[config.mk]
export PLATFORM = sky130hd
export DESIGN_NAME = alu_control_pipe
export DESIGN_NICKNAME = d
export VERILOG_FILES = /design/src/rtl/alu_ctrl_pkg.sv /design/src/rtl/alu_control_pipe_decode.sv /design/src/rtl/alu_control_pipe.sv
export SDC_FILE = /design/constraint.sdc
export NUM_CORES = 1
export LEC_CHECK = 0
export ABC_AREA = 1
export BUFFER_PORTS_ARGS = -buffer_cell sky130_fd_sc_hd__buf_2
export CAP_MARGIN = 20
export CORE_MARGIN = 1.5
export CORE_UTILIZATION = 56
export CTS_BUF_LIST = sky130_fd_sc_hd__clkbuf_2
export CTS_CLUSTER_SIZE = 16
export DETAILED_ROUTE_END_ITERATION = 12
export PLACE_DENSITY = 0.9
export SLEW_MARGIN = 5
export SYNTH_ARGS = -nofsm -noshare
export SYNTH_HDL_FRONTEND = slang
export SYNTH_SLANG_ARGS = --single-unit
[constraint.sdc]
create_clock -name clk -period 1.6 [get_ports clk]
set_input_delay 0.32 -clock clk [delete_from_list [all_inputs] [get_ports clk]]
set_output_delay 0.32 -clock clk [all_outputs]
set_load 0.05 [all_outputs]
[src/rtl/alu_ctrl_pkg.sv]
// Shared encodings for the pipelined ALU control: ALU_Op classes, ALU operation
// codes and the multi-cycle classifier.
package alu_ctrl_pkg;

   localparam logic [2:0] AOP_R    = 3'b000;
   localparam logic [2:0] AOP_I    = 3'b001;
   localparam logic [2:0] AOP_LW   = 3'b010;
   localparam logic [2:0] AOP_JALR = 3'b011;
   localparam logic [2:0] AOP_SW   = 3'b100;
   localparam logic [2:0] AOP_B    = 3'b101;
   localparam logic [2:0] AOP_JAL  = 3'b110;
   localparam logic [2:0] AOP_LUI  = 3'b111;

   localparam logic [4:0] OP_ADD  = 5'd0;
   localparam logic [4:0] OP_SUB  = 5'd1;
   localparam logic [4:0] OP_XOR  = 5'd2;
   localparam logic [4:0] OP_OR   = 5'd3;
   localparam logic [4:0] OP_AND  = 5'd4;
   localparam logic [4:0] OP_SLL  = 5'd5;
   localparam logic [4:0] OP_SRL  = 5'd6;
   localparam logic [4:0] OP_SRA  = 5'd7;
   localparam logic [4:0] OP_SLT  = 5'd8;
   localparam logic [4:0] OP_SLTU = 5'd9;
   localparam logic [4:0] OP_BEQ  = 5'd10;
   localparam logic [4:0] OP_BNE  = 5'd11;
   localparam logic [4:0] OP_BLT  = 5'd12;
   localparam logic [4:0] OP_BGE  = 5'd13;
   localparam logic [4:0] OP_BLTU = 5'd14;
   localparam logic [4:0] OP_BGEU = 5'd15;
   localparam logic [4:0] OP_JAL  = 5'd16;
   localparam logic [4:0] OP_LUI  = 5'd17;
   localparam logic [4:0] OP_MUL  = 5'd18;
   localparam logic [4:0] OP_MULH = 5'd19;
   localparam logic [4:0] OP_DIV  = 5'd20;
   localparam logic [4:0] OP_REM  = 5'd21;

   function automatic logic is_multicycle(input logic [4:0] op);
      return (op == OP_MUL) || (op == OP_MULH) || (op == OP_DIV) || (op == OP_REM);
   endfunction

   function automatic logic is_mul(input logic [4:0] op);
      return (op == OP_MUL) || (op == OP_MULH);
   endfunction

endpackage

[src/rtl/alu_control_pipe_decode.sv]
// Combinational decode of ALU_Op/funct3/funct7 into an ALU operation code.
// Unsupported encodings fall back to ADD with illegal raised.
module alu_op_decode
   import alu_ctrl_pkg::*;
#(
   parameter int OP_W  = 5,
   parameter int M_EXT = 1
) (
   input  logic [2:0]      alu_op,
   input  logic [2:0]      funct3,
   input  logic            funct7_5,
   input  logic            funct7_0,
   output logic [OP_W-1:0] op,
   output logic            illegal,
   output logic            multicycle
);

   logic [4:0] code;

   // Shared R/I arithmetic table; funct3=000 handled by the caller.
   function automatic logic [4:0] arith(input logic [2:0] f3, input logic f75);
      case (f3)
         3'b001:  return OP_SLL;
         3'b010:  return OP_SLT;
         3'b011:  return OP_SLTU;
         3'b100:  return OP_XOR;
         3'b101:  return f75 ? OP_SRA : OP_SRL;
         3'b110:  return OP_OR;
         3'b111:  return OP_AND;
         default: return f75 ? OP_SUB : OP_ADD;
      endcase
   endfunction

   always_comb begin
      code    = OP_ADD;
      illegal = 1'b0;
      case (alu_op)
         AOP_R: begin
            if (funct7_0) begin
               if (M_EXT != 0) begin
                  case (funct3)
                     3'b000:  code = OP_MUL;
                     3'b001:  code = OP_MULH;
                     3'b100:  code = OP_DIV;
                     3'b110:  code = OP_REM;
                     default: illegal = 1'b1;
                  endcase
               end else begin
                  illegal = 1'b1;
               end
            end else begin
               code = arith(funct3, funct7_5);
            end
         end
         AOP_I: begin
            if (funct3 == 3'b001 && funct7_5) illegal = 1'b1;
            else if (funct3 != 3'b000)        code = arith(funct3, funct7_5);
         end
         AOP_B: begin
            case (funct3)
               3'b000:  code = OP_BEQ;
               3'b001:  code = OP_BNE;
               3'b100:  code = OP_BLT;
               3'b101:  code = OP_BGE;
               3'b110:  code = OP_BLTU;
               3'b111:  code = OP_BGEU;
               default: illegal = 1'b1;
            endcase
         end
         AOP_JAL: code = OP_JAL;
         AOP_LUI: code = OP_LUI;
         default: code = OP_ADD;
      endcase
   end

   assign op         = OP_W'(code);
   assign multicycle = is_multicycle(code);

endmodule

[src/rtl/alu_control_pipe.sv]
// EX-stage register for the decoded ALU op plus the IDLE/BUSY sequencer that
// stalls ID while a MUL/DIV with latency > 1 occupies EX.
module alu_control_pipe
   import alu_ctrl_pkg::*;
#(
   parameter int OP_W    = 5,
   parameter int M_EXT   = 1,
   parameter int MUL_LAT = 3,
   parameter int DIV_LAT = 8
) (
   input  logic            clk,
   input  logic            reset,
   input  logic            id_valid_i,
   input  logic [2:0]      alu_op_i,
   input  logic [2:0]      funct3_i,
   input  logic            funct7_5_i,
   input  logic            funct7_0_i,
   input  logic            flush_i,
   output logic [OP_W-1:0] ex_op_o,
   output logic            ex_valid_o,
   output logic            ex_illegal_o,
   output logic            stall_o,
   output logic            mc_done_o
);

   localparam int MAX_LAT = (MUL_LAT > DIV_LAT) ? MUL_LAT : DIV_LAT;
   localparam int CNT_W   = $clog2(MAX_LAT + 1);

   typedef enum logic {IDLE, BUSY} state_t;

   state_t            state;
   logic [CNT_W-1:0]  cnt;
   logic [OP_W-1:0]   dec_op;
   logic              dec_illegal;
   logic              dec_mc;
   logic              dec_mul;
   logic              mc_start;
   logic [CNT_W-1:0]  mc_load;

   alu_op_decode #(.OP_W(OP_W), .M_EXT(M_EXT)) u_dec (
      .alu_op     (alu_op_i),
      .funct3     (funct3_i),
      .funct7_5   (funct7_5_i),
      .funct7_0   (funct7_0_i),
      .op         (dec_op),
      .illegal    (dec_illegal),
      .multicycle (dec_mc)
   );

   assign dec_mul  = is_mul(dec_op[4:0]);
   // Latency 1 ops retire like ordinary single-cycle ops.
   assign mc_start = dec_mc && (dec_mul ? (MUL_LAT > 1) : (DIV_LAT > 1));
   assign mc_load  = dec_mul ? CNT_W'(MUL_LAT - 1) : CNT_W'(DIV_LAT - 1);
   assign stall_o  = (state == BUSY);

   always_ff @(posedge clk or posedge reset) begin
      if (reset) begin
         state        <= IDLE;
         cnt          <= '0;
         ex_op_o      <= OP_W'(OP_ADD);
         ex_valid_o   <= 1'b0;
         ex_illegal_o <= 1'b0;
         mc_done_o    <= 1'b0;
      end else begin
         mc_done_o <= 1'b0;
         if (flush_i) begin
            state        <= IDLE;
            cnt          <= '0;
            ex_valid_o   <= 1'b0;
            ex_illegal_o <= 1'b0;
         end else if (state == BUSY) begin
            cnt <= cnt - 1'b1;
            if (cnt == CNT_W'(1)) begin
               state     <= IDLE;
               mc_done_o <= 1'b1;
            end
         end else begin
            ex_valid_o <= id_valid_i;
            if (id_valid_i) begin
               ex_op_o      <= dec_op;
               ex_illegal_o <= dec_illegal;
               if (mc_start) begin
                  state <= BUSY;
                  cnt   <= mc_load;
               end
            end
         end
      end
   end

endmodule

==> Yosys cells after proc, flatten, opt, wreduce, memory -nomap -nowiden <==
Cells that the tools add are included.
{ "totals": {"regBits": 13, "input_bits": 12, "output_inout_bits": 9, "word_cells": 73} }
{ "op_classes": {"addsub": 1, "n_eq_ne": 17, "n_mux": 32, "bitwise_logic": 2, "n_reduce_logical": 15} }
{ "op_table": {"columns": ["op", "n"], "rows": [
  ["$pmux W5 S7", 1],
  ["$pmux W5 S5", 1],
  ["$pmux W4 S6", 1],
  ["$eq A3 B3 Y1 const B", 7],
  ["$eq A5 B5 Y1 const B", 4],
  ["$pmux W5 S4", 1],
  ["$mux W1", 19],
  ["$mux W4", 4],
  ["$mux W5", 3],
  ["$reduce_bool A3 Y1", 3],
  ["$eq A3 B1 Y1 const B", 2],
  ["$eq A3 B2 Y1 const B", 2],
  ["$logic_not A3 Y1", 2],
  ["$reduce_or A6 Y1", 1],
  ["$eq A4 B1 Y1 const B", 1],
  ["$reduce_and A2 Y1", 2],
  ["$reduce_or A4 Y1", 1],
  ["$sub A4 B1 Y4 const B", 1],
  ["$logic_or A1 B1 Y1", 3],
  ["$mux W3", 1],
  ["$pmux W1 S3", 1],
  ["$reduce_and A3 Y1", 1],
  ["$ne A2 B2 Y1 const B", 1],
  ["$not A1 Y1", 2],
  ["other kinds (2)", 2]
]} }

==> Depth between registers and ports, before layout <==
Gate-level depths: netlist of run 1.
{ "depth": {"depth_word": 13, "mapped_depth": 14, "ltp_nobuf": 14} }

==> Modules after synthesis <==
A second synthesis of run 1 with hierarchy kept.
{ "hier_totals": {"cells_unflattened": 156, "area_unflattened_um2": 1031.0} }
{ "by_module_without_submodules": {"columns": ["module", "n_inst", "cells_each", "area_each_um2", "seq_area_each_um2"], "rows": [
  ["alu_control_pipe", 1, 78, 636.9, 325.3],
  ["alu_op_decode", 1, 78, 394.1, 0.0]
]} }

==> Worst setup path before layout of run 1 <==
OpenSTA, ideal clock, no wires.
{ "synth_path": {"path_kind": "in2reg", "startpoint": "in funct3_i[1]", "endpoint": "reg cnt[1]", "setup_time_ns": 0.113, "arrival_ns": 1.394, "required_ns": 1.487, "setup_slack_ns": 0.093, "stages": 14, "n_path_buf": 0, "path_cell_list": "inv_1 -> ha_1 -> nor2_1 -> nand2_1 -> nor2_1 -> nor2_1 -> nand2_2 -> nand2_2 -> nand2_2 -> nand2_2 -> nand2_4 -> nand3_1 -> nand2_1 -> inv_1"} }
{ "synth_between": {"elab_chain_cells": 11, "word_cells_on_any_way": 26, "cone_classes": "eq/ne (11); mux (7); reduce/logical (8)"} }
{ "synth_rtl": {"columns": ["element", "line", "source"], "rows": [
  ["start, declared", "alu_control_pipe.sv:15", "input logic [2:0] funct3_i,"],
  ["$eq A3 B3 Y1, or another cell as far along", "alu_control_pipe_decode.sv:22, alu_control_pipe_decode.sv:60", null],
  ["$pmux W5 S7", "alu_control_pipe_decode.sv:22", "case (f3)"],
  ["$mux W5", "alu_control_pipe_decode.sv:57", "else if (funct3 != 3'b000) code = arith(funct3, funct7_5);"],
  ["$mux W5", "alu_control_pipe_decode.sv:56", "if (funct3 == 3'b001 && funct7_5) illegal = 1'b1;"],
  ["$pmux W5 S5 *", "alu_control_pipe_decode.sv:37", "case (alu_op)"],
  ["$eq A5 B5 Y1", "alu_ctrl_pkg.sv:38", "return (op == OP_MUL) || (op == OP_MULH) || (op == OP_DIV) || (op == OP_REM);"],
  ["$logic_or A1 B1 Y1 (2 in series)", "alu_ctrl_pkg.sv:38", null],
  ["$logic_or A1 B1 Y1 *", "alu_ctrl_pkg.sv:38", null],
  ["$reduce_bool A3 Y1 (no source line) *", null, null],
  ["$reduce_and A2 Y1 (no source line) *", null, null],
  ["end signal, assigned", "alu_control_pipe.sv:72", "cnt <= cnt - 1'b1;"],
  ["end signal, assigned", "alu_control_pipe.sv:84", "cnt <= mc_load;"],
  ["end, declared", "alu_control_pipe.sv:32", "logic [CNT_W-1:0] cnt;"]
]} }
Mark *: on every way between the ends. The rest lies on a longest branch, timed or not.
A chain may end at the register's enable or synchronous reset.

==> Final worst setup path of run 1 <==
Ends and elaborated chain as after synthesis.

==> flow_metrics.env, run 1 <==
export IMPL_run_status="complete, no violations"
export IMPL_critPathLaunchType="input port"
export IMPL_synth_common_cells="nand2_1, inv_1, nor2_1, dfrtp_1, nand3_1"
export IMPL_cts_root_buf="clkbuf_2"
export IMPL_path_max_fanout=5
export IMPL_slowest_stage="ha_1"
export IMPL_leakagePower_nw=0.770
export IMPL_ys_seq_area_share_pct=30.7
export IMPL_synth_nets=175
export IMPL_htree_levels=1
export IMPL_pin_count=21
export IMPL_viasPerCell=5.37
export IMPL_num_rows=15
export IMPL_port_buffers=20
export IMPL_power_switching_uw=331
export IMPL_synthTopCellsByArea="dfrtp_1, nand2_1, ha_1, inv_1, nor2_1"
export IMPL_drv_cap=0
export IMPL_dr_pass1_iters=4
export IMPL_antenna_found_initial=0
export IMPL_path_common_cell="nand2_2"
export IMPL_worst_pin_slew_ps=473
export IMPL_clock_sinks=13
export IMPL_power_frac_comb_pct=35.2
export IMPL_cp_cell_sequence="buf_2, ha_1, nor2_1, nand2_1, nor2_1, nor2_1, nand2_2, nand2_2, nand2_2, nand2_2, nand2_4, nand3_1, nand2_1, inv_1"
export IMPL_ys_flop_type="dfrtp_1"
export IMPL_synth_top_area_share_pct=30.7
export IMPL_crit_start="funct3_i[1]"
export IMPL_cp_num_cells=14
export IMPL_ff2ff_path_depth=4
export IMPL_relSlewSlack_pct=68.4
export IMPL_synth_area_mm2=0.00106
export IMPL_synth_edf_count=0
export IMPL_holdBufCountCts=0
export IMPL_syn2layout_area_growth_pct=25.1
export IMPL_hpwl_mm=2.15
export IMPL_ir_drop_mv=0.360
export IMPL_finalWirelength_mm=2.75
export IMPL_hold_viol_final=0
export IMPL_clk_latency_ps=300
export IMPL_start_util_pct=60.7
export IMPL_drv_slew=0
export IMPL_critPathKind="in2reg"
export IMPL_coreArea_mm2=0.00175
export IMPL_layout_drive_gt1_share_pct=32.5
export IMPL_grtUsageTotal_pct=29.5
export IMPL_whs_ps=9.45
export IMPL_endpoint_kind="flop"
export IMPL_die_w_um=46.5
export IMPL_wl_per_cell_um=12.6
export IMPL_slowest_delay_ps=220
export IMPL_routed_via_count=1176
export IMPL_clkPwrFrac_pct=21.7
export IMPL_seqPwrFrac_pct=43.1
export IMPL_setup_viol=0
export IMPL_power_density_mw_per_mm2=636
export IMPL_power_uw=843
export IMPL_p_int_uw=512
export IMPL_grt_max_degree=14
export IMPL_die_area_mm2=0.00216
export IMPL_grt_ovfl_total=0
export IMPL_synth_async_reset_ratio_pct=100
export IMPL_timing_rr_end="ex_op_o[4]"
export IMPL_fin_crit_ps=1480
export IMPL_synth_top_area_cell="dfrtp_1"
export IMPL_cts_buffer_depth=2
export IMPL_hp_class="in2async"
export IMPL_cts_tree="yes"
export IMPL_clk_pin_slew_ps=120
export IMPL_fin_crit_sh_pct=92.5
export IMPL_fin_skew_ps=0.605
export IMPL_worstPathRequired_ps=1810
export IMPL_rsz0062_at_grt="no"
export IMPL_fp_dieH_um=46.5
export IMPL_netlist_instances=156
export IMPL_postRouteAntennaNets=0
export IMPL_grt_pass1_wl_mm=4.40
export IMPL_crit_family="simple AND/OR/NAND/NOR gates"
export IMPL_yosysUniqueCellTypes=25
export IMPL_switching_share_pct=39.3
export IMPL_syn_avg_cell_area_um2=6.79
export IMPL_arrival_ps=1690
export IMPL_nets=214
export IMPL_worst_path_buf_inv=2
export IMPL_ys_warn_count=0
export IMPL_synth_seq_cells=13
export IMPL_reg2reg_slack_ps=330
export IMPL_num_antenna_cells=0
export IMPL_fmax_ghz=0.676
export IMPL_drc_errors=0
export IMPL_synth_most_common_cell="nand2_1"
export IMPL_grt_pass1_vias=1110
export IMPL_endpoint="cnt[1]"
export IMPL_r2r_start="stall_o"
export IMPL_cts_inserted_buffers=3
export IMPL_drt_iter0_markers=30
export IMPL_routabilityCongestion=0.957
-- worst reg2reg max path, cell delays in order, from the launching register on --
cell and delay (ps):
dfrtp_1 500, nor3_1 280, inv_1 170, nand2_1 110
o21ai_0 100
-- state kept, by name, summed over array words and instances (netlist names) --
register / count
ex_op_o: 5
cnt: 4
ex_illegal_o: 1
ex_valid_o: 1
mc_done_o: 1
stall_o: 1
-- layout by cell type, fill, tap and decap left out, drive strengths merged, types with 3 or more instances in the layout --
cell | Yosys | layout
nand2 | 49 | 49
buf | 0 | 34
inv | 29 | 29
nor2 | 18 | 18
dfrtp | 13 | 13
nand3 | 10 | 10
o21ai | 8 | 8
nand4 | 7 | 7
ha | 7 | 7
a21oi | 5 | 5
clkbuf | 0 | 4
nor3 | 3 | 3
-- final cells by class --
type	count	area (um2)
clock buffers	4	20.0
fillers	129	419
inverters	30	113
multi-input cells	113	632
flip-flops and latches	13	325
well taps	25	31.3
repair buffers	34	205
-- worst min-delay path by stage --
stage | from | end | slack (ps) | depth (start not counted)
global placement | reset | ex_op_o[0] | 350 | 2
CTS | reset | ex_op_o[3] | 40 | 2
detailed placement | reset | ex_op_o[3] | 360 | 2
finish | reset | ex_op_o[1] | 9 | 2
floorplan | reset | cnt[0] | 200 | 1
global route | reset | ex_op_o[1] | 40 | 2
-- power by group through the flow --
stage	Sequential [mW]	Clock [mW]	Combinational [mW]
6_report	0.363	0.183	0.297
5_1_grt	0.366	0.201	0.325
4_1_cts	0.363	0.180	0.292
3_5_place_dp	0.370	0	0.289
3_3_place_gp	0.369	0	0.276
2_1_floorplan	0.432	0	0.125
-- cells by family after synthesis --
family / synth area share [%]
xor+xnor: 0.827
compound gates: 10.5
simple gates: 39.1
buf+inv: 10.6
flops: 30.7
fa+ha+maj: 8.26
-- timing repair --
item	in CTS	in global routing
endpoints found under the setup margin	0	4
gates resized for setup	0	4
buffers inserted	0	0
-- routing by layer --
| metal | global-route usage [%] | up-vias | share of wire, % |
|---|---|---|---|
| li1 | - | 576 | - |
| met1 | 33.2 | 527 | 40 |
| met2 | 48.9 | 62 | 48 |
| met3 | 9.02 | 11 | 8.7 |
| met4 | 16.6 | 0 | 3.4 |
| met5 | 0 | - | 0 |
-- stage by stage --
stage / cell area [um2] / util [%] / std cells / worst slack [ps] / setup TNS, ps
finish: 1330 / 76.0 / 219 / 120 / 0
global route: 1330 / 76.0 / 219 / 29.1 / 0
floorplan: 1060 / - / 156 / 92.7 / 0
CTS: 1320 / 75.4 / 219 / 107 / 0
global placement: 1300 / 74.3 / 215 / -106 / -454
detailed placement: 1300 / 74.3 / 215 / -200 / -930
Power figures use the tool's default switching activity.
==> run 2, diff against run 1 <==
--- a/config.mk
+++ b/config.mk
@@ -5,11 +5,10 @@
 export SDC_FILE = /design/constraint.sdc
 export NUM_CORES = 1
 export LEC_CHECK = 0
-export ABC_AREA = 1
 export BUFFER_PORTS_ARGS = -buffer_cell sky130_fd_sc_hd__buf_2
 export CAP_MARGIN = 20
 export CORE_MARGIN = 1.5
-export CORE_UTILIZATION = 56
+export CORE_UTILIZATION = 55
 export CTS_BUF_LIST = sky130_fd_sc_hd__clkbuf_2
 export CTS_CLUSTER_SIZE = 16
 export DETAILED_ROUTE_END_ITERATION = 12
==> run 2 against run 1 <==
Effect of this change:
- synthesized cell count decreased by 32%
- the flow now stops in clock tree synthesis
- synthesized area decreased by 9.1%
==> flow_metrics.env, run 2 <==
export IMPL_synthTopCellsByArea="dfrtp_1, ha_1, nor2_1, a21oi_1, inv_1"
export IMPL_port_buffers=20
export IMPL_tool_error="[ERROR DPL-0033] detailed placement checks failed during check placement."
export IMPL_synth_async_reset_ratio_pct=100
export IMPL_holdBufCountCts=0
export IMPL_num_rows=14
export IMPL_htree_levels=1
export IMPL_synth_most_common_cell="dfrtp_1"
export IMPL_synth_nets=125
export IMPL_ys_seq_area_share_pct=33.8
export IMPL_synth_area_um2=963
export IMPL_cts_inserted_buffers=3
export IMPL_pin_count=21
export IMPL_placed_cells=157
export IMPL_hpwl_mm=1.90
export IMPL_synth_common_cells="dfrtp_1, nor2_1, inv_1, nand2_1"
export IMPL_synth_seq_cells=13
export IMPL_yosysUniqueCellTypes=36
export IMPL_dp_slack_ps=-529
export IMPL_start_util_pct=61.1
export IMPL_syn_avg_cell_area_um2=9.09
export IMPL_ys_warn_count=0
export IMPL_clock_sinks=13
export IMPL_synth_edf_count=0
export IMPL_synth_top_area_cell="dfrtp_1"
export IMPL_cts_buffer_depth=2
export IMPL_cts_resized=41
export IMPL_cts_root_buf="clkbuf_2"
export IMPL_synth_top_area_share_pct=33.8
export IMPL_routabilityCongestion=0.934
export IMPL_ys_flop_type="dfrtp_1"
export IMPL_run_status="stopped before the end"
export IMPL_fp_dieH_um=44.9
export IMPL_die_w_um=44.9
export IMPL_postCtsSetupRepairBufs=9
export IMPL_netlist_instances=106
export IMPL_stop_stage="clock tree synthesis"
==> run 2: changes by cell type after synthesis, sizes merged, moves of 3 or more <==
cell,previous run,this run
nand2,49,9
inv,29,9
nand3,10,0
nand4,7,0
nor2,18,11
a31oi,1,4
o21ai,8,5
==> run 2: metrics by stage <==
step           hold WS [ps]  area, um2  TNS [ps]
2_1_floorplan           197       1030      -796
3_5_place_dp            363       1250     -2690
3_3_place_gp            348       1250     -2180
==> run 2: cell families after synthesis <==
group | synth area share [%]
AOI/OAI and AO/OA | 20.9
xor gates and xnor gates | 0.909
adders and majority gates | 9.09
buffers and inverters | 5.32
DFF | 33.8
muxes | 1.17
and+or+nand+nor | 28.8
==> run 3, diff against run 2 <==
--- a/config.mk
+++ b/config.mk
@@ -7,12 +7,10 @@
 export LEC_CHECK = 0
 export BUFFER_PORTS_ARGS = -buffer_cell sky130_fd_sc_hd__buf_2
 export CAP_MARGIN = 20
-export CORE_MARGIN = 1.5
-export CORE_UTILIZATION = 55
-export CTS_BUF_LIST = sky130_fd_sc_hd__clkbuf_2
-export CTS_CLUSTER_SIZE = 16
+export CORE_AREA = 2 2 63 65
 export DETAILED_ROUTE_END_ITERATION = 12
-export PLACE_DENSITY = 0.9
+export DIE_AREA = 0 0 65 67
+export PLACE_DENSITY_LB_ADDON = 0.15
 export SLEW_MARGIN = 5
 export SYNTH_ARGS = -nofsm -noshare
 export SYNTH_HDL_FRONTEND = slang
==> run 3 against run 2 <==
Effect of this change:
- the flow now finishes, with violations (negative setup slack)
- synthesized cell count unchanged
- synthesized area unchanged
==> flow_metrics.env, run 3 <==
export IMPL_ir_drop_mv=0.585
export IMPL_clk_pin_slew_ps=50
export IMPL_routabilityCongestion=0.803
export IMPL_synth_edf_count=0
export IMPL_clock_sinks=13
export IMPL_layout_commonest_cell="buf_4"
export IMPL_grtUsageTotal_pct=13.7
export IMPL_layout_drive_gt1_share_pct=54.8
export IMPL_ys_flop_type="dfrtp_1"
export IMPL_critPathLaunchType="input port"
export IMPL_hold_viol_final=0
export IMPL_synth_nets=125
export IMPL_drv_slew=0
export IMPL_power_switching_uw=362
export IMPL_cts_root_buf="clkbuf_8"
export IMPL_synth_top_area_cell="dfrtp_1"
export IMPL_p_int_uw=697
export IMPL_final_area_mm2=0.00164
export IMPL_grt_ovfl_total=0
export IMPL_num_rows=22
export IMPL_rsz0062_at_grt="yes"
export IMPL_synth_top_family_by_area="simple AND/OR/NAND/NOR gates"
export IMPL_r2r_start="stall_o"
export IMPL_m1WireLength_mm=1.14
export IMPL_path_max_fanout=6
export IMPL_regArea_um2=327
export IMPL_finalWirelength_mm=2.69
export IMPL_port_buffers=20
export IMPL_cts_inserted_buffers=3
export IMPL_routed_via_count=986
export IMPL_relSlewSlack_pct=66.5
export IMPL_largest_reg_flops=5
export IMPL_arrival_ps=1940
export IMPL_worst_slack_ps=-217
export IMPL_synth_fa_ha_area_share_pct=9.09
export IMPL_pin_count=21
export IMPL_seqPwrFrac_pct=35.3
export IMPL_crit_start="funct3_i[1]"
export IMPL_regMostFlops="ex_op_o"
export IMPL_n_fill_cell=338
export IMPL_synth_seq_cells=13
export IMPL_synthMuxAreaShare_pct=1.17
export IMPL_cts_tree="yes"
export IMPL_grt_max_degree=14
export IMPL_fp_dieH_um=67
export IMPL_largest_registers="ex_op_o: 5 flops, cnt: 4 flops"
export IMPL_violations="negative setup slack"
export IMPL_synth_area_um2=963
export IMPL_clk_latency_ps=240
export IMPL_viasPerCell=4.86
export IMPL_yosysUniqueCellTypes=36
export IMPL_critPathKind="in2reg"
export IMPL_die_area_mm2=0.00436
export IMPL_syn2layout_area_growth_pct=70.3
export IMPL_layout_common_cells="buf_4, buf_2, dfrtp_1"
export IMPL_syn_avg_cell_area_um2=9.09
export IMPL_dr_max_layer_used="met4"
export IMPL_place_area_mm2=0.00129
export IMPL_drt_iter0_markers=74
export IMPL_hpwl_mm=1.96
export IMPL_drv_cap=0
export IMPL_wl_per_cell_um=13.2
export IMPL_whs_ps=96.4
export IMPL_nets=175
export IMPL_synth_common_cells="dfrtp_1, nor2_1, inv_1, nand2_1"
export IMPL_synth_simple_area_share_pct=28.8
export IMPL_htree_levels=1
export IMPL_wl_met2_mm=1.45
export IMPL_clkPwrFrac_pct=27.5
export IMPL_netlist_instances=106
export IMPL_fin_crit_sh_pct=114
export IMPL_setup_viol=6
export IMPL_coreArea_mm2=0.00361
export IMPL_postRouteAntennaNets=0
export IMPL_fin_skew_ps=0.633
export IMPL_drc_errors=0
export IMPL_grt_pass1_vias=1050
export IMPL_switching_share_pct=34.2
export IMPL_synth_most_common_cell="dfrtp_1"
export IMPL_multi_input_area_um2=810
export IMPL_synth_compound_area_share_pct=20.9
export IMPL_ys_warn_count=0
export IMPL_synth_top_area_share_pct=33.8
export IMPL_start_util_pct=26.7
export IMPL_wl_met3_um=77
export IMPL_grt_pass1_wl_mm=4.67
export IMPL_leakagePower_nw=0.714
export IMPL_fin_crit_ps=1820
export IMPL_synthTopCellsByArea="dfrtp_1, ha_1, nor2_1, a21oi_1, inv_1"
export IMPL_cts_buffer_depth=2
export IMPL_synth_xor_area_share_pct=0.909
export IMPL_power_frac_comb_pct=37.2
export IMPL_die_w_um=65
export IMPL_run_status="finished, violations left"
export IMPL_num_antenna_cells=0
export IMPL_worstPathRequired_ps=1720
export IMPL_antenna_found_initial=0
export IMPL_setup_tns_ps=-746
export IMPL_ys_seq_area_share_pct=33.8
export IMPL_synth_async_reset_ratio_pct=100
export IMPL_fmax_ghz=0.550
export IMPL_worst_pin_slew_ps=502
export IMPL_hp_class="in2async"
export IMPL_power_density_mw_per_mm2=646
export IMPL_holdBufCountCts=0
export IMPL_endpoint_kind="flop"
export IMPL_dr_pass1_iters=4
-- run 3: cell counts after synthesis --
No cell type changed its count.
-- run 3: routing by layer --
metal  GRT usage, %  up-vias
met5              0        -
met4           4.26        0
met3           2.70        2
met2           25.0       16
met1           16.1      483
li1               -      485
-- run 3: worst max-delay path: stages --
cell	delay, ps
buf_12	120
or3_4	380
a31oi_4	220
o22ai_4	110
nor4b_4	330
nor3_4	90
buf_4	140
a22oi_2	160
nor2_1	60
-- run 3: logic make-up (layout without fill, tap and decap cells) --
family,count (synthesis),after routing
compound gates,29,29
simple gates,42,42
flops,13,13
buf+inv,13,62
fa+ha+maj,7,7
mux,1,1
xor+xnor,1,1
-- run 3: timing repair --
item	in CTS	in global routing
gates cloned	0	0
setup buffers	7	3
pin swaps	11	10
hold endpoints to repair	0	0
resized for setup	28	13
endpoints found under the setup margin	6	6
-- run 3: power by group through the flow --
stage          clock [mW]  combinational [mW]  sequential (mW)
6_report            0.291               0.395            0.374
3_5_place_dp            0               0.314            0.380
4_1_cts             0.297               0.368            0.374
2_1_floorplan           0               0.137            0.449
3_3_place_gp            0               0.315            0.378
5_1_grt             0.321               0.426            0.377
-- run 3: per-stage QoR --
step           power [mW]  util (%)  setup slack, ps  cells
2_1_floorplan       0.586         -             -240    106
3_3_place_gp        0.692      35.9             -527    189
3_5_place_dp        0.694      35.9             -554    189
4_1_cts              1.04      42.8             -194    200
5_1_grt              1.12      45.5             -279    203
6_report             1.06      45.5             -217    203
-- run 3: final timing paths --
kind	to	slack, ps	depth (start not counted)
max	cnt[3]	-220	9
min reg2reg	ex_op_o[1]	510	1
max reg2reg	ex_op_o[1]	280	3
min in group clk	cnt[1]	380	2
max in group asynchronous	stall_o	1140	2
min	ex_op_o[1]	100	2
-- run 3: cell type report --
type                            count  share of cell area, %
Timing Repair Buffer               49                   22.0
Multi-Input combinational cell     80                   49.4
Clock buffer                        4                   2.75
Tap cell                           48                   3.66
Inverter                            9                   2.36
Sequential cell                    13                   19.9
